==> src/rtl/hazard_ctrl_md.sv <==
// ID-stage hazard controller: a {a3, tnew} scoreboard for EX/MA/WB plus an MDU busy counter.
// Drives the ID stall and the ID-stage forward selects, combinationally from ID inputs and state.
module hazard_ctrl_md #(
  parameter int unsigned MULT_CYCLES = 5,
  parameter int unsigned DIV_CYCLES  = 10,
  parameter int unsigned CNT_W       = 4
) (
  input  logic       clk,
  input  logic       reset,
  input  logic [4:0] id_rs,
  input  logic [4:0] id_rt,
  input  logic [1:0] id_tuse_rs,
  input  logic [1:0] id_tuse_rt,
  input  logic [4:0] id_a3,
  input  logic [1:0] id_tnew,
  input  logic       id_is_md,
  input  logic       id_md_start,
  input  logic       id_md_div,
  output logic       stall,
  output logic [1:0] fwd_rs_sel,
  output logic [1:0] fwd_rt_sel,
  output logic       md_busy
);

  localparam logic [1:0] SelRf = 2'd0;
  localparam logic [1:0] SelEx = 2'd1;
  localparam logic [1:0] SelMa = 2'd2;
  localparam logic [1:0] SelWb = 2'd3;

  localparam logic [CNT_W-1:0] MultLoad = CNT_W'(MULT_CYCLES);
  localparam logic [CNT_W-1:0] DivLoad  = CNT_W'(DIV_CYCLES);

  // Scoreboard state
  logic [4:0]       ex_a3_q, ex_a3_d;
  logic [1:0]       ex_tnew_q, ex_tnew_d;
  logic [4:0]       ma_a3_q, ma_a3_d;
  logic [1:0]       ma_tnew_q, ma_tnew_d;
  logic [4:0]       wb_a3_q, wb_a3_d;
  logic [1:0]       wb_tnew_q, wb_tnew_d;
  logic [CNT_W-1:0] cnt_q, cnt_d;

  // Operand match flags
  logic rs_ex_hit, rs_ma_hit, rs_wb_hit;
  logic rt_ex_hit, rt_ma_hit, rt_wb_hit;
  logic rs_stall, rt_stall, md_stall;

  assign md_busy = (cnt_q != '0);

  always_comb begin
    rs_ex_hit = (id_rs != 5'd0) && (ex_a3_q == id_rs);
    rs_ma_hit = (id_rs != 5'd0) && (ma_a3_q == id_rs);
    rs_wb_hit = (id_rs != 5'd0) && (wb_a3_q == id_rs);
    rt_ex_hit = (id_rt != 5'd0) && (ex_a3_q == id_rt);
    rt_ma_hit = (id_rt != 5'd0) && (ma_a3_q == id_rt);
    rt_wb_hit = (id_rt != 5'd0) && (wb_a3_q == id_rt);
  end

  // WB results are always ready by ID, so only EX and MA can stall; tuse=3 means unused.
  always_comb begin
    rs_stall = 1'b0;
    rt_stall = 1'b0;
    if (id_tuse_rs != 2'd3) begin
      rs_stall = (rs_ex_hit && (id_tuse_rs < ex_tnew_q)) ||
                 (rs_ma_hit && (id_tuse_rs < ma_tnew_q));
    end
    if (id_tuse_rt != 2'd3) begin
      rt_stall = (rt_ex_hit && (id_tuse_rt < ex_tnew_q)) ||
                 (rt_ma_hit && (id_tuse_rt < ma_tnew_q));
    end
    md_stall = id_is_md && md_busy;
    stall    = rs_stall || rt_stall || md_stall;
  end

  // Only the youngest matching stage counts; an unready youngest match falls back to regfile.
  always_comb begin
    fwd_rs_sel = SelRf;
    if (rs_ex_hit) begin
      if (ex_tnew_q == 2'd0) fwd_rs_sel = SelEx;
    end else if (rs_ma_hit) begin
      if (ma_tnew_q == 2'd0) fwd_rs_sel = SelMa;
    end else if (rs_wb_hit) begin
      if (wb_tnew_q == 2'd0) fwd_rs_sel = SelWb;
    end
  end

  always_comb begin
    fwd_rt_sel = SelRf;
    if (rt_ex_hit) begin
      if (ex_tnew_q == 2'd0) fwd_rt_sel = SelEx;
    end else if (rt_ma_hit) begin
      if (ma_tnew_q == 2'd0) fwd_rt_sel = SelMa;
    end else if (rt_wb_hit) begin
      if (wb_tnew_q == 2'd0) fwd_rt_sel = SelWb;
    end
  end

  always_comb begin
    ex_a3_d   = stall ? 5'd0 : id_a3;
    ex_tnew_d = stall ? 2'd0 : id_tnew;
    ma_a3_d   = ex_a3_q;
    ma_tnew_d = (ex_tnew_q != 2'd0) ? ex_tnew_q - 2'd1 : 2'd0;
    wb_a3_d   = ma_a3_q;
    wb_tnew_d = (ma_tnew_q != 2'd0) ? ma_tnew_q - 2'd1 : 2'd0;
  end

  // A stalled start never loads, so a load can only happen with the counter already idle.
  always_comb begin
    cnt_d = cnt_q;
    if (id_md_start && !stall) begin
      cnt_d = id_md_div ? DivLoad : MultLoad;
    end else if (cnt_q != '0) begin
      cnt_d = cnt_q - 1'b1;
    end
  end

  always_ff @(posedge clk or posedge reset) begin
    if (reset) begin
      ex_a3_q   <= 5'd0;
      ex_tnew_q <= 2'd0;
      ma_a3_q   <= 5'd0;
      ma_tnew_q <= 2'd0;
      wb_a3_q   <= 5'd0;
      wb_tnew_q <= 2'd0;
      cnt_q     <= '0;
    end else begin
      ex_a3_q   <= ex_a3_d;
      ex_tnew_q <= ex_tnew_d;
      ma_a3_q   <= ma_a3_d;
      ma_tnew_q <= ma_tnew_d;
      wb_a3_q   <= wb_a3_d;
      wb_tnew_q <= wb_tnew_d;
      cnt_q     <= cnt_d;
    end
  end

endmodule

==> config.mk <==
export PLATFORM = sky130hd
export DESIGN_NAME = hazard_ctrl_md
export DESIGN_NICKNAME = d
export VERILOG_FILES = /design/src/rtl/hazard_ctrl_md.sv
export SDC_FILE = /design/constraint.sdc
export NUM_CORES = 1
export LEC_CHECK = 0
export BUFFER_PORTS_ARGS = -buffer_cell sky130_fd_sc_hd__buf_2
export CAP_MARGIN = 20
export CORE_MARGIN = 1
export CORE_UTILIZATION = 57
export CTS_CLUSTER_SIZE = 40
export DETAILED_ROUTE_END_ITERATION = 6
export PLACE_DENSITY = 0.85
export REMOVE_ABC_BUFFERS = 1
export SLEW_MARGIN = 20
export SYNTH_ARGS = -nofsm -noshare
export SYNTH_HDL_FRONTEND = slang
export SYNTH_SLANG_ARGS = --single-unit
==> constraint.sdc <==
create_clock -name clk -period 4.9 [get_ports clk]
set_input_delay 0.245 -clock clk [delete_from_list [all_inputs] [get_ports clk]]
set_output_delay 0.245 -clock clk [all_outputs]
set_load 0.05 [all_outputs]
==> Yosys cells after proc, flatten, opt, wreduce, memory -nomap -nowiden <==
Cells that the tools add are included.
{ "totals": {"ramBits": 0, "rom_bits": 0, "latchBits": 0, "ff_bits": 25, "inputBits": 26, "output_inout_bits": 6, "n_memories": 0, "word_cells": 66} }
{ "op_classes": {"mul": 0, "bitwise_logic": 0, "order_cmp": 4, "reduce_logical": 26, "eq_ne": 8, "n_mux": 18, "addsub": 3, "shift": 0, "div": 0} }
{ "ops": {"columns": ["op", "count"], "rows": [
  ["$eq 5x5->1", 6],
  ["$mux 2", 11],
  ["$logic_and 1x1->1", 12],
  ["$mux 4", 3],
  ["$reduce_bool 5->1", 2],
  ["$lt 2x2->1", 4],
  ["$logic_not 2->1", 3],
  ["$reduce_bool 2->1", 3],
  ["$mux 5", 1],
  ["$logic_or 1x1->1", 4],
  ["$ne 2x2->1 const B", 2],
  ["$reduce_bool 4->1", 1],
  ["$sub 2x1->2 const B", 2],
  ["$sub 4x1->4 const B", 1],
  ["$mux 1", 3],
  ["$logic_not 1->1", 1]
]} }

==> Longest topological paths before layout <==
Gate-level depths: netlist of run 1.
{ "depth": {"depth_word": 10, "ltp_mapped": 9, "depth_no_buf": 8} }

==> Least setup slack after synthesis of run 1 <==
Ideal clock, no wire load.
{ "synth_timing": {"path_type": "input -> output", "start": "input id_rs[1]", "end": "output fwd_rs_sel[0]", "stages": 5, "arrival_time_ns": 2.601, "setup_slack_ns": 2.054, "path_buffers": 0, "t_required_ns": 4.655, "cell_sequence": "or4_1 nor2_2 nor4_1 or4_1 o21ai_0"} }
{ "synth_between": {"elab_chain_len": 5, "elab_cells_between_ends": 10, "classes_between": "eq/ne (3); mux (3); reduce/logical (4)"} }
{ "synth_rtl": {"columns": ["item", "line_no", "rtl"], "rows": [
  ["start, declared", "10", "input logic [4:0] id_rs,"],
  ["$eq 5x5->1 / $reduce_bool 5->1 (equally long branches)", "52, 50, 51", null],
  ["$logic_and 1x1->1", "52", "rs_wb_hit = (id_rs != 5'd0) && (wb_a3_q == id_rs);"],
  ["$mux 2", "81", "end else if (rs_wb_hit) begin"],
  ["$mux 2", "79", "end else if (rs_ma_hit) begin"],
  ["$mux 2 *", "77", "if (rs_ex_hit) begin"],
  ["end, declared", "20", "output logic [1:0] fwd_rs_sel,"]
]} }
Every way passes the cells marked *; elsewhere a longest branch is shown, timed or not.

==> Worst setup path after layout of run 1 <==
{ "layout_timing": {"start": "register ma_a3_q[4]", "end": "output stall"} }
{ "layout_between": {"elab_chain_len": 7, "elab_cells_between_ends": 12, "classes_between": "eq/ne (2); mux (2); reduce/logical (8)"} }
{ "layout_rtl": {"columns": ["item", "line_no", "rtl"], "rows": [
  ["start, declared", "36", "logic [4:0] ma_a3_q, ma_a3_d;"],
  ["start signal, assigned", "128", "ma_a3_q <= ma_a3_d;"],
  ["$eq 5x5->1, on equally long branches", "51, 54", null],
  ["$logic_and 1x1->1, on equally long branches", "51, 54", null],
  ["$logic_and 1x1->1, on equally long branches", "64, 68", null],
  ["$logic_or 1x1->1, on equally long branches", "63, 67", null],
  ["$mux 1, on equally long branches", "62, 66", null],
  ["$logic_or 1x1->1 * (2 in series)", "71", "stall = rs_stall || rt_stall || md_stall;"],
  ["end, declared", "19", "output logic stall,"]
]} }
Marks and branches as above.

==> results.py, run 1 <==
metrics = {
    "run_status": {
        "status": "finished clean",
    },
    "timing": {
        "setup_ws_ns": 2.210,
        "fmax_mhz": 371.8,
        "finalSetupViolCount": 0,
        "slew_headroom": 0.3868,
        "post-route-period-util": 0.5489,
        "period_needed_ns": 2.690,
        "finClkSkew_ns": 0.003050,
        "hold_violations": 0,
        "slew_viol_final": 0,
        "worstMarginPinSlew_ns": 0.9188,
        "rsz0062_at_grt": "false",
        "fin_setup_tns_ns": 0,
    },
    "grt": {
        "overflow": 0,
        "grt_pass1_wl_um": 4802,
        "gr-usage-all-layers": 0.2483,
        "grt_util_met3": 0.06377,
        "grt_use_met1": 0.2910,
        "grt_busiest_layer": "met2",
        "antenna_found_initial": 0,
        "use_met2": 0.4487,
        "grt_pass1_vias": 1148,
        "grt_max_degree": 26,
    },
    "setup_path": {
        "r2r_start": "ma_a3_q[4]$_DFF_PP0_",
        "cp.required_ns": 4.66,
        "start_kind": "flop",
        "critPathCaptureType": "primary output",
        "rr_worst_depth": 6,
        "critPathMaxFanout": 8,
        "critical_path.reg2reg.endpoint": "cnt_q[3]$_DFFE_PP0P_",
        "reg2reg_slack_ns": 2.75,
        "worstSetupStartpoint": "ma_a3_q[4]$_DFF_PP0_",
        "arrival_ns": 2.44,
        "crit_type": "flop to primary output",
    },
    "finish": {
        "final_cell_mix": "buf_2, dfrtp_1, xnor2_1",
        "fin_cells": 203,
        "diodes": 0,
        "drive_gt1_frac": 0.2400,
        "layout_commonest_cell": "buf_2",
        "fill_cells": 172,
        "syn_to_final_growth_pct": 14.96,
        "nets": 208,
    },
    "detailed_routing": {
        "route.detailed.drc": 0,
        "via_count": 1132,
        "wl_um": 2966,
        "routedWlPerCell_um": 14.61,
        "vias_per_cell": 5.576,
        "initialDrtViolationCount": 42,
        "ant_nets": 0,
        "firstDrtPassIters": 4,
    },
    "floorplan": {
        "core-area_um2": 2297,
        "ios": 32,
        "dieArea_um2": 2729,
        "die-height_um": 52.24,
        "die_width_um": 52.24,
        "fp-row-count": 17,
        "initial_utilization": 0.6264,
    },
    "power": {
        "clock_power_share": 0.153,
        "pwr-share-seq": 0.467,
        "p_leak_nw": 0.7876,
        "p_per_area_nw_per_um2": 366.9,
        "cell_internal_pwr_mw": 0.3824,
        "switching_power_mw": 0.2244,
        "switching_share": 0.3698,
        "peakVddDrop_mv": 0.3084,
        "p_total_mw": 0.6068,
        "p_comb_frac": 0.380,
    },
    "placement": {
        "pre_cts_ws_ns": 2.493,
        "portBuffers": 31,
        "placed_cells": 199,
        "place_congestion": 0.8780,
        "hpwl_um": 2335,
    },
    "synthesis": {
        "synthesis.area_um2": 1439,
        "yosys_warnings": 0,
        "syn_inst": 141,
        "synth_flop_cell": "dfrtp_1",
        "yosysSeqAreaShare": 0.4348,
        "postSynthAreaPerCell_um2": 10.20,
        "ys_ff_latch": 25,
        "async_flop_share": 1.000,
        "synth_edf_count": 0,
        "synth.distinct_cells": 29,
    },
    "cts": {
        "cts_made_buffers": 3,
        "cts_root_buffer": "clkbuf_4",
        "cts-htree-levels": 1,
        "postCtsHoldBufs": 0,
        "clk_latency_ns": 0.32,
        "postCtsSetupRepairBufs": 0,
        "ctsResizeCount": 0,
        "clk_pin_slew_ns": 0.13,
        "cts_sinks": 25,
        "cts_tree": "done",
        "cts_buffer_depth": 2,
    },
    "hold_path": {
        "hp-class": "primary input to async pin",
    },
    "run": {
        "cap_violations": 0,
    },
}
==> Yosys cell counts (3+ instances only) <==
| master | instances | share of area |
|---|---|---|
| a21oi_1 | 3 | 0.010 |
| and2_1 | 10 | 0.043 |
| dfrtp_1 | 25 | 0.43 |
| ha_1 | 6 | 0.052 |
| inv_1 | 9 | 0.023 |
| mux2_2 | 3 | 0.023 |
| nand2_1 | 8 | 0.021 |
| nand3_1 | 4 | 0.014 |
| nor2_1 | 11 | 0.029 |
| nor4_1 | 6 | 0.026 |
| xnor2_1 | 23 | 0.14 |
| xor2_1 | 9 | 0.055 |
==> area by class of cell <==
cell class	count	area [µm²]	area share
Inverter	9	33.78	0.02042
Sequential cell	25	625.6	0.3782
Clock buffer	3	22.52	0.01362
Clock inverter	1	7.507	0.004539
Tap cell	28	35.03	0.02118
Timing Repair Buffer	31	155.1	0.09380
Multi-Input combinational cell	106	774.5	0.4682
==> sequential cells by signal, summed over array words and instances, names as in the netlist <==
signal / cells
wb_tnew_q: 2
ex_a3_q: 5
ex_tnew_q: 2
ma_a3_q: 5
ma_tnew_q: 2
cnt_q: 4
wb_a3_q: 5
==> cell families after synthesis <==
kind of cell / count (synthesis) / share of synthesized area
buffers and inverters: 10 / 0.02695
adders and majority gates: 6 / 0.05217
muxes: 5 / 0.03739
DFF: 25 / 0.4348
and+or+nand+nor: 50 / 0.1870
xor gates and xnor gates: 32 / 0.1948
AOI/OAI and AO/OA: 13 / 0.06696
==> metal layers <==
layer,up-vias,wire (µm),share of wire
met4,0,24,0.0081
met2,49,1503,0.51
met1,534,1254,0.42
met5,-,0,0
met3,6,184,0.062
li1,543,-,-
==> stage by stage <==
step,instance area (µm²),utilization,hold WS (ns)
global placement,1624,0.7070,0.4180
detailed placement,1624,0.7070,0.4232
finish,1654,0.7200,0.1031
CTS,1654,0.7200,0.09908
floorplan,1434,-,0.2723
global route,1654,0.7200,0.08856
==> worst max path at each step <==
stage | endpoint | cells past startpoint
after detailed placement | fwd_rs_sel[1] | 7
final | stall | 7
after CTS | stall | 7
after global routing | stall | 7
after global placement | fwd_rs_sel[0] | 7
after floorplan | fwd_rs_sel[0] | 5
==> power groups by stage <==
stage	clock network, mW	registers (mW)	logic (mW)
2_1_floorplan	0	0.278	0.178
3_3_place_gp	0	0.286	0.219
3_5_place_dp	0	0.288	0.229
4_1_cts	0.0981	0.283	0.231
5_1_grt	0.107	0.289	0.255
6_report	0.0930	0.283	0.230
==> worst max-delay path, stage by stage (launching register included) <==
cell	delay (ns)
dfrtp_1	0.43
xnor2_1	0.17
nand3_1	0.11
nor4_1	0.60
a32oi_2	0.21
and3_2	0.30
inv_1	0.06
buf_2	0.25
(Power assumes the default switching activity.)
==> run 2: changes to the inputs <==
--- a/config.mk
+++ b/config.mk
@@ -8,10 +8,10 @@
 export BUFFER_PORTS_ARGS = -buffer_cell sky130_fd_sc_hd__buf_2
 export CAP_MARGIN = 20
 export CORE_MARGIN = 1
-export CORE_UTILIZATION = 57
+export CORE_UTILIZATION = 53
 export CTS_CLUSTER_SIZE = 40
 export DETAILED_ROUTE_END_ITERATION = 6
-export PLACE_DENSITY = 0.85
+export PLACE_DENSITY = 0.8
 export REMOVE_ABC_BUFFERS = 1
 export SLEW_MARGIN = 20
 export SYNTH_ARGS = -nofsm -noshare
==> constraint.sdc (replaced) <==
create_clock -name clk -period 2.7 [get_ports clk]
set_input_delay 0.135 -clock clk [delete_from_list [all_inputs] [get_ports clk]]
set_output_delay 0.135 -clock clk [all_outputs]
set_load 0.05 [all_outputs]
==> results.py, run 2 (synthesis gave the netlist of run 1 again) <==
metrics = {
    "cts": {
        "cts_root_buffer": "clkbuf_4",
        "cts-htree-levels": 1,
        "cts_sinks": 25,
        "postCtsHoldBufs": 0,
        "clk_latency_ns": 0.32,
        "clk_pin_slew_ns": 0.13,
        "ctsResizeCount": 0,
        "cts_made_buffers": 3,
        "cts_tree": "done",
        "postCtsSetupRepairBufs": 0,
        "cts_buffer_depth": 2,
    },
    "timing": {
        "hold_slack_ns": -0.006533,
        "slew_viol_final": 0,
        "finalSetupViolCount": 0,
        "finClkSkew_ns": 0.005317,
        "post-route-period-util": 0.9134,
        "fin_setup_tns_ns": 0,
        "rsz0062_at_grt": "false",
        "fmax_mhz": 405.5,
        "period_needed_ns": 2.466,
        "hold_violations": 14,
        "worstMarginPinSlew_ns": 0.9269,
        "slew_headroom": 0.3814,
    },
    "hold_path": {
        "hp-class": "primary input to async pin",
    },
    "setup_path": {
        "crit_type": "flop to primary output",
        "arrival_ns": 2.33,
        "start_kind": "flop",
        "critPathCaptureType": "primary output",
        "critPathMaxFanout": 8,
        "cp.required_ns": 2.57,
    },
    "floorplan": {
        "ios": 32,
        "die-height_um": 54.11,
        "initial_utilization": 0.5704,
        "die_width_um": 54.11,
        "fp-row-count": 18,
        "core-area_um2": 2522,
        "dieArea_um2": 2927,
    },
    "finish": {
        "nets": 208,
        "fin_cells": 205,
        "final_cell_mix": "buf_2, dfrtp_1, xnor2_1",
        "layout_commonest_cell": "buf_2",
        "syn_to_final_growth_pct": 15.39,
        "final_area_um2": 1660,
        "top_regs": "ex_a3_q: 5 flops, ma_a3_q: 5 flops, wb_a3_q: 5 flops",
        "drive_gt1_frac": 0.2457,
        "diodes": 0,
    },
    "power": {
        "p_leak_nw": 0.7917,
        "p_total_mw": 1.096,
        "p_per_area_nw_per_um2": 659.9,
        "peakVddDrop_mv": 0.5162,
    },
    "run_status": {
        "status": "complete, but fails checks",
        "violations": "negative hold slack",
    },
    "grt": {
        "gr-usage-all-layers": 0.2232,
        "grt_pass1_vias": 1068,
        "grt_max_degree": 26,
        "overflow": 0,
        "antenna_found_initial": 0,
        "grt_pass1_wl_um": 4629,
    },
    "run": {
        "cap_violations": 0,
    },
    "placement": {
        "hpwl_um": 2248,
        "place_congestion": 0.8534,
        "placed_cells": 201,
        "portBuffers": 31,
        "place_area_um2": 1627,
    },
    "detailed_routing": {
        "initialDrtViolationCount": 16,
        "routedWlPerCell_um": 13.60,
        "vias_per_cell": 5.385,
        "route.detailed.drc": 0,
        "ant_nets": 0,
        "wl_um": 2788,
        "firstDrtPassIters": 4,
        "via_count": 1104,
    },
}
[run 2: final cells by class]
type,count,area [µm²]
Clock buffer,3,22.52
Inverter,9,33.78
Timing Repair Buffer,31,155.1
Tap cell,30,37.54
Sequential cell,25,625.6
Multi-Input combinational cell,106,780.7
Fill cell,211,862.1
Clock inverter,1,5.005
[run 2: power by group]
group / switching, mW / internal (mW) / total [mW]
logic: 0.222 / 0.191 / 0.413
registers: 0.0695 / 0.447 / 0.516
clock network: 0.111 / 0.0555 / 0.166
[run 2: path summary, 6_finish.rpt]
path | from | endpoint | slack (ns) | cells after the start
max | ma_a3_q[2]$_DFF_PP0_ | stall | 0.23 | 7
min reg2reg | ma_a3_q[2]$_DFF_PP0_ | wb_a3_q[2]$_DFF_PP0_ | 0.46 | 0
max in group asynchronous | reset | ma_a3_q[3]$_DFF_PP0_ | 2.14 | 2
max reg2reg | ma_a3_q[2]$_DFF_PP0_ | cnt_q[3]$_DFFE_PP0P_ | 0.66 | 6
min | reset | ex_a3_q[0]$_DFF_PP0_ | -0.007 | 2
min in group clk | id_tnew[1] | ex_tnew_q[1]$_DFF_PP0_ | 0.01 | 2
[run 2: per-layer routing]
layer	vias up	track usage	routed length, µm
met5	-	0	0
met4	0	0.06410	23
met3	2	0.02542	80
met2	22	0.3724	1369
met1	539	0.3034	1315
li1	541	-	-
[run 2: critical path: stages (launching register included)]
cell	delay (ns)
dfrtp_1	0.43
xnor2_1	0.18
nand3_1	0.11
nor4_1	0.50
a32oi_2	0.19
and3_2	0.29
inv_1	0.06
buf_2	0.25
[run 2: stage by stage]
step / setup slack (ns) / utilization
2_1_floorplan: 0.07394 / -
3_3_place_gp: 0.5614 / 0.6448
3_5_place_dp: 0.5152 / 0.6448
4_1_cts: 0.1690 / 0.6558
5_1_grt: 0.06523 / 0.6582
6_report: 0.2337 / 0.6582
